### src/rtl/karatsuba_10b.sv
// karatsuba_10b
//   Sequential 10x10 unsigned multiplier built from a one-level Karatsuba
//   decomposition into 5-bit halves. No 10x10 multiply is ever formed.
//
//   Configuration macro: KARATSUBA_SHARED_MUL_EN
//     defined   : one 6x6 multiplier shared across MUL_LO, MUL_HI and MUL_MID
//                 (done rises on the 4th rising edge after the accepting edge)
//     undefined : three parallel multipliers evaluated in a single MUL state
//                 (done rises on the 2nd rising edge after the accepting edge)
//
//   Ports
//     clk    in   1   clock, rising edge
//     rst_n  in   1   asynchronous active-low reset
//     start  in   1   request; accepted in IDLE or DONE
//     a      in  10   unsigned multiplicand, captured on the accepting edge
//     b      in  10   unsigned multiplier, captured on the accepting edge
//     s      out 20   registered product a*b
//     done   out  1   s holds the result of the most recently accepted operation
//
//   state   | meaning
//   --------+----------------------------------------------------------
//   IDLE    | no result yet, waiting for start
//   MUL_LO  | p0 <= a0*b0                      (shared multiplier only)
//   MUL_HI  | p2 <= a1*b1                      (shared multiplier only)
//   MUL_MID | pm <= (a1+a0)*(b1+b0)           (shared multiplier only)
//   MUL     | p0, p2 and pm together          (parallel multipliers only)
//   COMBINE | s <= p2<<10 + (pm-p2-p0)<<5 + p0, done <= 1
//   DONE    | result valid and held, waiting for the next start

module karatsuba_10b (
    input  logic        clk,
    input  logic        rst_n,
    input  logic        start,
    input  logic [9:0]  a,
    input  logic [9:0]  b,
    output logic [19:0] s,
    output logic        done
);

`ifdef KARATSUBA_SHARED_MUL_EN
    typedef enum logic [2:0] {
        IDLE    = 3'd0,
        MUL_LO  = 3'd1,
        MUL_HI  = 3'd2,
        MUL_MID = 3'd3,
        COMBINE = 3'd4,
        DONE    = 3'd5
    } state_t;
`else
    typedef enum logic [2:0] {
        IDLE    = 3'd0,
        MUL     = 3'd1,
        COMBINE = 3'd4,
        DONE    = 3'd5
    } state_t;
`endif

    state_t state, state_nxt;

    logic accept;
    logic ld_p0, ld_p2, ld_pm, ld_s;

    logic [9:0]  a_r, b_r;
    logic [4:0]  a1, a0, b1, b0;
    logic [5:0]  sa, sb;
    logic [9:0]  p0, p2;
    logic [11:0] pm;
    logic [9:0]  p0_c, p2_c;
    logic [11:0] pm_c;
    logic [10:0] mid;
    logic [19:0] s_c;

    // ------------------------------------------------------------------
    // State register
    // ------------------------------------------------------------------
    always_ff @(posedge clk or negedge rst_n) begin
        if (!rst_n) begin
            state <= IDLE;
        end else begin
            state <= state_nxt;
        end
    end

    // ------------------------------------------------------------------
    // Next-state logic
    // ------------------------------------------------------------------
    always_comb begin
        state_nxt = state;
        case (state)
`ifdef KARATSUBA_SHARED_MUL_EN
            IDLE:    if (start) state_nxt = MUL_LO;
            MUL_LO:  state_nxt = MUL_HI;
            MUL_HI:  state_nxt = MUL_MID;
            MUL_MID: state_nxt = COMBINE;
            COMBINE: state_nxt = DONE;
            DONE:    if (start) state_nxt = MUL_LO;
`else
            IDLE:    if (start) state_nxt = MUL;
            MUL:     state_nxt = COMBINE;
            COMBINE: state_nxt = DONE;
            DONE:    if (start) state_nxt = MUL;
`endif
            default: state_nxt = IDLE;
        endcase
    end

    // ------------------------------------------------------------------
    // Control outputs
    // ------------------------------------------------------------------
    always_comb begin
        accept = 1'b0;
        ld_p0  = 1'b0;
        ld_p2  = 1'b0;
        ld_pm  = 1'b0;
        ld_s   = 1'b0;
        case (state)
            IDLE:    accept = start;
            DONE:    accept = start;
`ifdef KARATSUBA_SHARED_MUL_EN
            MUL_LO:  ld_p0 = 1'b1;
            MUL_HI:  ld_p2 = 1'b1;
            MUL_MID: ld_pm = 1'b1;
`else
            MUL: begin
                ld_p0 = 1'b1;
                ld_p2 = 1'b1;
                ld_pm = 1'b1;
            end
`endif
            COMBINE: ld_s = 1'b1;
            default: ;
        endcase
    end

    // ------------------------------------------------------------------
    // Operand split and half sums
    // ------------------------------------------------------------------
    assign a1 = a_r[9:5];
    assign a0 = a_r[4:0];
    assign b1 = b_r[9:5];
    assign b0 = b_r[4:0];
    assign sa = {1'b0, a1} + {1'b0, a0};
    assign sb = {1'b0, b1} + {1'b0, b0};

`ifdef KARATSUBA_SHARED_MUL_EN
    // One 6x6 multiplier; its operands are steered by the current state.
    logic [5:0]  mul_x, mul_y;
    logic [11:0] mul_p;

    always_comb begin
        mul_x = 6'd0;
        mul_y = 6'd0;
        case (state)
            MUL_LO: begin
                mul_x = {1'b0, a0};
                mul_y = {1'b0, b0};
            end
            MUL_HI: begin
                mul_x = {1'b0, a1};
                mul_y = {1'b0, b1};
            end
            MUL_MID: begin
                mul_x = sa;
                mul_y = sb;
            end
            default: ;
        endcase
    end

    assign mul_p = {6'd0, mul_x} * {6'd0, mul_y};

    // 5-bit operands never produce more than 10 significant bits.
    assign p0_c = 10'(mul_p);
    assign p2_c = 10'(mul_p);
    assign pm_c = mul_p;
`else
    assign p0_c = {5'd0, a0} * {5'd0, b0};
    assign p2_c = {5'd0, a1} * {5'd0, b1};
    assign pm_c = {6'd0, sa} * {6'd0, sb};
`endif

    // ------------------------------------------------------------------
    // Recombination. pm - p2 - p0 equals a1*b0 + a0*b1, which is at most
    // 2*31*31 = 1922, so it is never negative and fits in 11 bits.
    // ------------------------------------------------------------------
    assign mid = 11'(pm - {2'd0, p2} - {2'd0, p0});
    assign s_c = {p2, 10'd0} + {4'd0, mid, 5'd0} + {10'd0, p0};

    // ------------------------------------------------------------------
    // Datapath registers
    // ------------------------------------------------------------------
    always_ff @(posedge clk or negedge rst_n) begin
        if (!rst_n) begin
            a_r  <= 10'd0;
            b_r  <= 10'd0;
            p0   <= 10'd0;
            p2   <= 10'd0;
            pm   <= 12'd0;
            s    <= 20'd0;
            done <= 1'b0;
        end else begin
            if (accept) begin
                a_r  <= a;
                b_r  <= b;
                done <= 1'b0;
            end
            if (ld_p0) p0 <= p0_c;
            if (ld_p2) p2 <= p2_c;
            if (ld_pm) pm <= pm_c;
            // s keeps its previous value until the new result is ready.
            if (ld_s) begin
                s    <= s_c;
                done <= 1'b1;
            end
        end
    end

endmodule

### config.mk
export PLATFORM = sky130hd
export DESIGN_NAME = karatsuba_10b
export DESIGN_NICKNAME = d
export VERILOG_FILES = /design/src/rtl/karatsuba_10b.sv
export SDC_FILE = /design/constraint.sdc
export NUM_CORES = 1
export LEC_CHECK = 0
export CORE_ASPECT_RATIO = 1.25
export CORE_MARGIN = 5
export CORE_UTILIZATION = 23
export CTS_CLUSTER_SIZE = 25
export DETAILED_ROUTE_END_ITERATION = 10
export PLACE_DENSITY = 0.48
export SETUP_SLACK_MARGIN = 0.02
export SYNTH_ARGS = -nofsm -noshare
export SYNTH_HDL_FRONTEND = slang
export SYNTH_SLANG_ARGS = --single-unit
### constraint.sdc
create_clock -name clk -period 6.05 [get_ports clk]
set_input_delay 0.605 -clock clk [delete_from_list [all_inputs] [get_ports clk]]
set_output_delay 0.605 -clock clk [all_outputs]
set_load 0.02 [all_outputs]
=== After elaboration in Yosys (flattened, before gate mapping) ===
Index checks and enable logic that the tools add are counted.

* Add/subtract/negate cells: 6
* $mul: 3
* Equal/unequal tests: 4
* Mux-type cells: 7
* Reduce and logical (&&, ||, !) cells: 3

{| class="wikitable"
|+ Operator list
! operator !! count
|-
| subtractor 11 x 10 -> 11 bit || 2
|-
| adder 20 x 10 -> 20 bit || 1
|-
| adder 20 x 16 -> 20 bit || 1
|-
| multiplier 5 x 5 -> 10 bit || 2
|-
| adder 5 x 5 -> 6 bit || 2
|-
| multiplier 6 x 6 -> 11 bit || 1
|-
| case mux 3 bit (3 select lines) || 1
|-
| == test 3 bit (second input constant) || 2
|-
| two-way mux 1 bit || 5
|-
| == test 3 x 1 -> 1 bit (second input constant) || 1
|-
| zero test 3 bit || 1
|-
| two-way mux 3 bit || 1
|-
| inequality test 2 x 1 -> 1 bit (second input constant) || 1
|-
| nonzero test 2 bit || 1
|-
| OR reduction 2 bit || 1
|}

* Bits in registers: 75
* Input bits: 23
* Output and inout port bits: 21
* Logic and storage cells: 31

=== Depth between registers and ports, before layout ===
* Depth after elaboration: 5
* Gate-level depth with buffers: 18
* Gate-level depth less buffers: 18

=== Least setup slack after synthesis ===
OpenSTA, ideal clock, no wires.

* Kind: reg2reg
* Start: register b_r[0]
* End: register pm[9]
* Setup time: 0.140 ns
* Arrival: 4.413 ns
* Required time: 5.910 ns
* Setup slack: 1.497 ns
* Stages on the path, launching flop included: 18
* Buffers on the path: 0
* Clock period less this slack: 4.553 ns
* Cell sequence: dfrtp_1 -> ha_1 -> fa_1 -> a21o_1 -> a21oi_1 -> xnor2_1 -> nand2_1 -> fa_1 -> fa_1 -> fa_1 -> inv_1 -> ha_1 -> a21o_1 -> a21oi_1 -> o21bai_1 -> a21oi_1 -> xor2_1 -> mux2i_1

* Word-level cells in the longest chain between the ends: 2

{| class="wikitable"
|+ RTL lines
! element !! RTL line !! RTL
|-
| start: declaration || 63 || <nowiki>logic [9:0] a_r, b_r;</nowiki>
|-
| start signal: assignment || 195 || <nowiki>b_r <= 10'd0;</nowiki>
|-
| start signal: assignment || 204 || <nowiki>b_r <= b;</nowiki>
|-
| adder 5 x 5 -> 6 bit || 143 || <nowiki>assign sb = {1'b0, b1} + {1'b0, b0};</nowiki>
|-
| multiplier 6 x 6 -> 11 bit || 179 || <nowiki>assign pm_c = {6'd0, sa} * {6'd0, sb};</nowiki>
|-
| end signal: assignment || 209 || <nowiki>if (ld_pm) pm <= pm_c;</nowiki>
|-
| end: declaration || 67 || <nowiki>logic [11:0] pm;</nowiki>
|}

No other way between the ends.
A chain may end at the register's enable or synchronous reset.

=== Final worst setup path ===
* Start: register b_r[5]
* End: register pm[9]

Same word-level chain as after synthesis.

==> out/metrics.yaml <==
sta:
  fin_skew_ns: 0.00585
  tns_ns: 0
  finalHoldViolations: 0
  slew_violations: 0
  min_period_ns: 4.87
  setup_viol_count_final: 0
  relSlewSlack_pct: 32.9
  finalCritPeriodShare_pct: 80.5
  fmax_mhz: 205
  rsz0062_at_grt: "false"
  tightest_slew_ns: 1.01
finish:
  n_fill_cell: 3160
  antenna_cells: 0
  finalNetCount: 895
  final_util_pct: 27.5
  drive_gt1_share_pct: 9.46
  area_growth_syn_to_layout_pct: 17.6
synthesis:
  ys_seq_area_share_pct: 27.0
  synthAdderAreaFrac_pct: 30.2
  yosysWarningCount: 0
  synth_nets: 853
  synth_compound_area_share_pct: 11.7
  synth_top_cell_by_area: "dfrtp_1"
  synth-xor-area-share_pct: 5.37
  synthSimpleGateAreaFrac_pct: 12.1
  netlist.area_leader.share_pct: 27.0
  synthMuxAreaShare_pct: 7.76
  synth_seq_cells: 74
  synth-edff-count: 0
  synth.distinct_cells: 46
  synthCells: 693
  synthArstFlopShare_pct: 100
  syn_avg_cell_area_um2: 9.89
  ys.flop_type: "dfrtp_1"
  synth_area_um2: 6850
  synth_top_family_by_area: "adder cells"
  synth.area.top_cells: "dfrtp_1 27%, ha_1 16%, fa_1 14%, mux2_2 6.7%, inv_1 5.1%"
critical_path:
  ff2ff_setup_slack_ns: 1.18
  worst_setup_path_start_kind: "flop"
  crit_buf_inv: 1
  rr_endpoint: "pm[9]"
  path_cells: "ha_1 > fa_1 > a21o_1 > a21oi_1 > xnor2_1 > nand2_1 > fa_1 > fa_1 > fa_1 > inv_1 > ha_1 > a21o_1 > a21oi_1 > o21bai_1 > a21oi_1 > xor2_1 > mux2i_1"
  cp_top_family: "adder cells"
  r2r-start: "b_r[5]"
  cp.required_ns: 6.26
  critPathMaxFanout: 7
  slowest_delay_ns: 0.54
  setup.worst_path.end_class: "flop"
  crit_path_frequent_cell: "fa_1"
  cpMaxStageDelayCell: "fa_1"
  reg2reg_depth: 17
  arrival_ns: 5.09
  cp.depth: 17
  crit_type: "flop to flop"
place:
  dp_hpwl_mm: 12.2
  io_buffers: 43
  gp_congestion: 0.790
clocking:
  cts_tree: "done"
  clk_latency_ns: 0.35
  root_buffer: "clkbuf_16"
  cts_max_level: 3
  clk_pin_slew_ns: 0.06
  cts_max_path_buffers: 2
  ctsHoldBuffers: 0
  ctsResizeCount: 0
  cts_num_sinks: 74
  cts_buffers: 9
  postCtsSetupBuffers: 0
routing:
  vias_per_cell: 4.17
  wl_mm: 15.2
  antenna_left: 0
  first_pass_iters: 4
  first_iter_violations: 162
  routedWlPerCell_um: 13.4
  num_vias: 4738
  drc: 0
floorplan:
  core_area_um2: 29300
  row_count: 70
  start_util_pct: 23.4
  dieHeight_um: 203
  fp.dieArea_um2: 33400
  die_w_um: 164
  ios: 44
worst_hold_path:
  hold_path.class: "input port to asynchronous set/reset pin"
global_routing:
  grt_pass1_wl_mm: 25.8
  antenna_found_initial: 0
  grt_overflow: 0
  grt_pass1_vias: 4991
  grt_usage_pct: 9.76
  grt_max_degree: 75
run:
  maxCapViolations: 0
status:
  status: "finished, final reports clean"
how the worst max path moves through the flow:
stage | slack (ns) | endpoint | from
after floorplan | 1.50 | pm[9] | b_r[0]
after global placement | 1.27 | pm[9] | b_r[0]
after detailed placement | 1.16 | pm[9] | b_r[5]
after CTS | 1.15 | pm[9] | b_r[0]
after global routing | 0.83 | pm[9] | b_r[5]
final | 1.18 | pm[9] | b_r[5]
cells by family (layout without fill, tap and decap cells):
kind of cell | after synthesis | count (layout)
simple gates | 160 | 160
xor+xnor | 42 | 42
mux | 48 | 48
fa+ha+maj | 137 | 137
compound gates | 124 | 124
buf+inv | 108 | 155
flops | 74 | 74
sequential cells by signal, indices dropped and copies added (netlist names):
signal / cells
p0: 10
p2: 10
s: 20
b_r: 10
pm: 11
state: 2
a_r: 10
done: 1
cell type report:
cell class	instances	area (µm²)	area share [%]
multi-input cells	511	4590	57.0
repair buffers	45	443	5.50
inverters	94	353	4.38
clock buffers	10	229	2.84
flip-flops and latches	74	1850	23.0
clock inverters	6	90.1	1.12
well taps	396	495	6.15
worst reg2reg max path, stage by stage, from the launching register on:
cell	delay (ns)
dfrtp_1	0.45
ha_1	0.25
fa_1	0.41
a21o_1	0.18
a21oi_1	0.18
xnor2_1	0.26
nand2_1	0.14
fa_1	0.51
fa_1	0.52
fa_1	0.54
inv_1	0.04
ha_1	0.34
a21o_1	0.20
a21oi_1	0.22
o21bai_1	0.09
a21oi_1	0.17
xor2_1	0.16
mux2i_1	0.08
synth_stat cells (11+ instances only):
library cell and instances:
and2_1 39, a21o_1 20, o21ai_0 24, o21bai_1 11, a21oi_1 40, mux2_2 41, ha_1 90, fa_1 47
nor2b_1 13, nor2_1 17, inv_1 94, nand2_1 53, xor2_1 13, dfrtp_1 74, xnor2_1 29
layer usage:
metal	track usage [%]	up-vias	part of all wire, %
li1	-	2426	-
met3	2.11	15	3.0
met1	13.1	2239	49
met4	2.47	0	1.5
met5	0	-	0
met2	16.0	58	46
placed cells by master, fill, tap and decap left out, types with 2 or more instances in the layout:
master,count
fa_1,47
clkdlybuf4s50_1,42
bufinv_16,2
or3_1,3
nor4b_1,2
a311oi_1,3
a21oi_1,40
o211ai_1,3
nand4_1,6
and3b_1,2
a31o_2,2
nor4_1,2
o21bai_1,11
a211oi_1,4
nand3b_1,2
nor3_1,4
and2_1,39
nand3_1,7
o21ai_0,24
xor2_1,13
dfrtp_1,74
o21a_1,2
a21oi_2,4
xnor2_1,29
mux2i_1,7
and3_1,2
nor2b_1,13
nor2_1,17
clkbuf_16,9
a21o_1,20
ha_1,89
mux2_2,41
buf_4,3
nand2_1,53
o311ai_0,2
nand2b_1,6
a311o_1,2
inv_1,94
per-stage QoR:
stage / setup slack, ns / instance area (µm²) / hold WS, ns / cells
global placement: 1.27 / 7740 / 0.460 / 1120
detailed placement: 1.16 / 7740 / 0.465 / 1120
CTS: 1.15 / 8060 / 0.455 / 1136
global route: 0.833 / 8060 / 0.488 / 1136
floorplan: 1.50 / 6850 / 0.309 / 693
finish: 1.18 / 8060 / 0.416 / 1136
Power is not shown: default switching activity piles up to over one toggle a cycle in this logic, so the estimate is an artifact.
